[src/rtl/hamm_rx_deser.sv]
// hamm_rx_deser: serial-to-parallel receiver for one W-bit codeword with valid/ready output; HAMM_RX_PARITY_CHK_EN adds an even-parity bit check.
module hamm_rx_deser #(
  parameter int W  = 6,
  parameter int CW = $clog2(W)
) (
  input  logic         clk,
  input  logic         rst,
  input  logic         sin,
  input  logic         sin_en,
  output logic [W-1:0] r_out,
  output logic         r_valid,
  input  logic         r_ready,
  output logic         busy,
  output logic         overrun,
  output logic         frame_err
);
  localparam logic [1:0] IDLE  = 2'd0;
  localparam logic [1:0] SHIFT = 2'd1;
`ifdef HAMM_RX_PARITY_CHK_EN
  localparam logic [1:0] PAR   = 2'd2;
`endif
  logic [1:0]    state_q, state_d;
  logic [W-1:0]  sreg_q, sreg_d, r_out_q, r_out_d, shifted, word;
  logic [CW-1:0] cnt_q, cnt_d;
  logic          r_valid_q, r_valid_d, overrun_q, overrun_d, frame_err_q, frame_err_d;
  logic          last, complete, accept;
  always_comb begin
    shifted     = W'({sreg_q, sin});
    last        = state_q == SHIFT && sin_en && cnt_q == CW'(W - 1);
    state_d     = state_q;
    sreg_d      = sreg_q;
    cnt_d       = cnt_q;
    frame_err_d = 1'b0;
    if (sin_en && state_q == IDLE && sin) begin
      state_d = SHIFT;
      cnt_d   = '0;
    end else if (sin_en && state_q == SHIFT) begin
      sreg_d = shifted;
      cnt_d  = cnt_q + 1'b1;
    end
`ifdef HAMM_RX_PARITY_CHK_EN
    word        = sreg_q;
    complete    = state_q == PAR && sin_en && !(^{sreg_q, sin});
    frame_err_d = state_q == PAR && sin_en && (^{sreg_q, sin});
    if (last) state_d = PAR;
    if (state_q == PAR && sin_en) state_d = IDLE;
`else
    word     = shifted;
    complete = last;
    if (last) state_d = IDLE;
`endif
    // a consume in the same cycle frees the slot for the completing word
    accept    = complete && (!r_valid_q || r_ready);
    r_valid_d = accept || (r_valid_q && !r_ready);
    r_out_d   = accept ? word : r_out_q;
    overrun_d = complete && !accept;
  end
  always_ff @(posedge clk) begin
    if (rst) begin
      state_q     <= IDLE;
      sreg_q      <= '0;
      cnt_q       <= '0;
      r_out_q     <= '0;
      r_valid_q   <= 1'b0;
      overrun_q   <= 1'b0;
      frame_err_q <= 1'b0;
    end else begin
      state_q     <= state_d;
      sreg_q      <= sreg_d;
      cnt_q       <= cnt_d;
      r_out_q     <= r_out_d;
      r_valid_q   <= r_valid_d;
      overrun_q   <= overrun_d;
      frame_err_q <= frame_err_d;
    end
  end
  assign r_out     = r_out_q;
  assign r_valid   = r_valid_q;
  assign busy      = state_q != IDLE;
  assign overrun   = overrun_q;
  assign frame_err = frame_err_q;
endmodule

[config.mk]
export PLATFORM = sky130hd
export DESIGN_NAME = hamm_rx_deser
export DESIGN_NICKNAME = d
export VERILOG_FILES = /design/src/rtl/hamm_rx_deser.sv
export SDC_FILE = /design/constraint.sdc
export NUM_CORES = 1
export LEC_CHECK = 0
export CAP_MARGIN = 20
export CORE_MARGIN = 2
export CORE_UTILIZATION = 25
export DETAILED_ROUTE_END_ITERATION = 12
export PLACE_DENSITY = 0.52
export SYNTH_ARGS = -nofsm -noshare
export SYNTH_HDL_FRONTEND = slang
export SYNTH_SLANG_ARGS = --single-unit
[constraint.sdc]
create_clock -name clk -period 1.1 [get_ports clk]
set_input_delay 0.22 -clock clk [delete_from_list [all_inputs] [get_ports clk]]
set_output_delay 0.22 -clock clk [all_outputs]
set_load 0.02 [all_outputs]
==> impl_metrics.tcl <==
set metrics [dict create \
    firstDrtPassIters 4 \
    drv_slew 0 \
    violations "setup timing" \
    fin_crit_ns 1.13 \
    clock-sinks 17 \
    synth-seq-area-share 0.471 \
    cts_root_buffer "clkbuf_4" \
    hold_class "flip-flop to flip-flop" \
    grt_max_degree 24 \
    cts_buffer_depth 2 \
    hold_slack_ns 0.460 \
    port-buffer-count 13 \
    max_cap_violations 0 \
    layout.cells.non_filler 131 \
    ys_seq_elements 17 \
    synth_top_area_frac 0.471 \
    gp_congestion 0.677 \
    dpl_cell_area_um2 976 \
    fin_area_um2 995 \
    drive_gt1_frac 0.330 \
    crit_family "flip-flops" \
    setup_viol 6 \
    num_io_pins 15 \
    coreArea_um2 2760 \
    end_kind "flip-flop" \
    grt_pass1_wl_mm 2.26 \
    hold_violations 0 \
    ys_warn_count 0 \
    p_leak_uw 0.000382 \
    avgSynthCellArea_um2 9.38 \
    num_rows 19 \
    setup_ws_ns -0.0278 \
    grt_util_met3 0.0491 \
    grt_pass1_vias 540 \
    gr-total-overflow 0 \
    fp.dieW_um 57.7 \
    setup.worst_path.class "flip-flop to flip-flop" \
    crit_buf_inv 1 \
    tritoncts.num_buffers 3 \
    gr-usage-met2 0.144 \
    clk_pin_slew_ns 0.09 \
    drtIter0Drc 12 \
    wl_per_cell_um 10.4 \
    htree_levels 1 \
    clk_latency_ns 0.28 \
    drtAntennaViolNets 0 \
    drc 0 \
    timing.final.crit_share 1.03 \
    cpPeakStageDelay_ns 0.37 \
    dp.cells 125 \
    syn-num-nets 84 \
    critPathLaunch "cnt_q[0]" \
    grt_use_total 0.0892 \
    power.density_nw_per_um2 1060 \
    crit_path_top_delay_cell "dfxtp_2" \
    skew_ns 0.00537 \
    die_h_um 57.7 \
    hold_buffers 0 \
    met1_usage 0.104 \
    viasPerCell 4.46 \
    cp_max_fo 6 \
    synth_cells 77 \
    startpoint_type "flip-flop" \
    cts_tree "built" \
    antenna_found_initial 0 \
    start_util 0.262 \
    synth.largest_area_cell "dfxtp_1" \
    layout.nets 108 \
    dieArea_um2 3330 \
    crit_arrival_ns 1.34 \
    synthesis.area_um2 722 \
    worstPathCellList "ha_4 > nand4_4 > nor2b_4 > buf_12 > mux2i_1" \
    holdCritStartpoint "sreg_q[4]" \
    vias 584 \
    ys_top_cells_by_area "dfxtp_1 (47%), nand2b_1 (11%), mux2i_1 (9.7%)" \
    antennaDiodeCount 0 \
    r2r_start "cnt_q[0]" \
    grt_busiest_layer "met2" \
    cp.required_ns 1.32 \
    areaGrowthSynthToFinish_pct 37.8 \
    fmax_ghz 0.887 \
    routed_wl_mm 1.36 \
    synth.distinct_cells 23 \
    peakVddDrop_v 0.000874 \
    grt_setup_unrepaired "yes" \
    status "complete, but fails checks" \
]
[tightest hold or removal path, cell delays in order, from the launching register on]
cell,delay (ns)
dfxtp_1,0.32
nand2_1,0.05
a21oi_1,0.05
[cell usage in the layout, fill, tap and decap left out, types with 2 or more instances in the layout]
cell type and instances:
dfxtp_1 14, nand2b_1 13, nand2_1 12, buf_2 9, buf_4 9, a21oi_1 7, mux2i_1 7, clkbuf_4 3
dfxtp_2 3, clkdlybuf4s50_1 3, nor2_1 2, ha_4 2, buf_12 2
[layer usage]
layer | routed length [µm] | part of all wire | up-vias
met3 | 85 | 0.063 | 2
met1 | 624 | 0.46 | 264
li1 | - | - | 303
met4 | 13 | 0.0096 | 0
met2 | 633 | 0.47 | 15
met5 | 0 | 0 | -
[final timing paths]
kind / to / slack [ns] / cells after the start
worst max register to register: r_out[3] / -0.03 / 5
worst min-delay path: sreg_q[4] / 0.46 / 2
worst max-delay path: r_out[3] / -0.03 / 5
worst min register to register: sreg_q[4] / 0.46 / 2
[state kept, by name, indices dropped and copies added, names as in the netlist]
| register | cells |
|---|---|
| r_out | 6 |
| r_valid | 1 |
| overrun | 1 |
| state_q | 1 |
| sreg_q | 5 |
| cnt_q | 3 |
[power breakdown]
part / leakage [µW] / switching (µW) / internal, µW / total [µW]
Combinational: 0.000229 / 47.6 / 51.1 / 98.7
Clock: 0.0000150 / 190 / 141 / 331
Sequential: 0.000139 / 4.29 / 622 / 626
Total: 0.000382 / 242 / 814 / 1060
[cell families (layout without fill, tap and decap cells)]
logic type	after synthesis	count (layout)	share of synthesized area
and+or+nand+nor	33	33	0.253
buffers and inverters	6	29	0.0503
AOI/OAI and AO/OA	11	11	0.0884
other	1	1	0.00519
DFF	17	17	0.471
muxes	7	7	0.0971
adders and majority gates	2	2	0.0347
[stage by stage]
stage | setup WS, ns | setup TNS [ns] | power (µW) | util
detailed placement | -0.345 | -5.17 | 740 | 0.354
finish | -0.0278 | -0.0836 | 1060 | 0.361
floorplan | 0.0145 | 0 | 691 | -
global placement | -0.317 | -4.87 | 739 | 0.354
global route | -0.125 | -0.665 | 1120 | 0.361
CTS | -0.0558 | -0.223 | 1080 | 0.359
[synthesized netlist by cell type]
library cell  number
nor2_1             2
nand2_1           12
nor3_1             1
nor2b_2            1
ha_1               2
nand4_2            1
nand3b_1           1
mux2i_1            7
a311oi_1           1
a2bb2oi_1          1
conb_1             1
clkbuf_1           1
inv_1              1
a21oi_1            7
a31oi_1            1
buf_6              1
buf_2              2
buf_4              1
nand4b_1           1
nand2b_1          13
o21ai_0            1
dfxtp_1           17
and2_1             1
[area by class of cell]
| type | instances | area (µm²) |
|---|---|---|
| well taps | 31 | 38.8 |
| clock buffers | 4 | 26.3 |
| inverters | 1 | 3.75 |
| repair buffers | 24 | 191 |
| flip-flops and latches | 17 | 344 |
| fillers | 294 | 1760 |
| multi-input cells | 54 | 390 |
[what timing repair did]
action | 4_1_cts | 5_1_grt
setup buffers | 3 | 0
endpoints found under the setup margin | 19 | 9
pin swaps | 3 | 2
resized for setup | 41 | 2
Note: power is estimated with default switching activity, not from simulation.
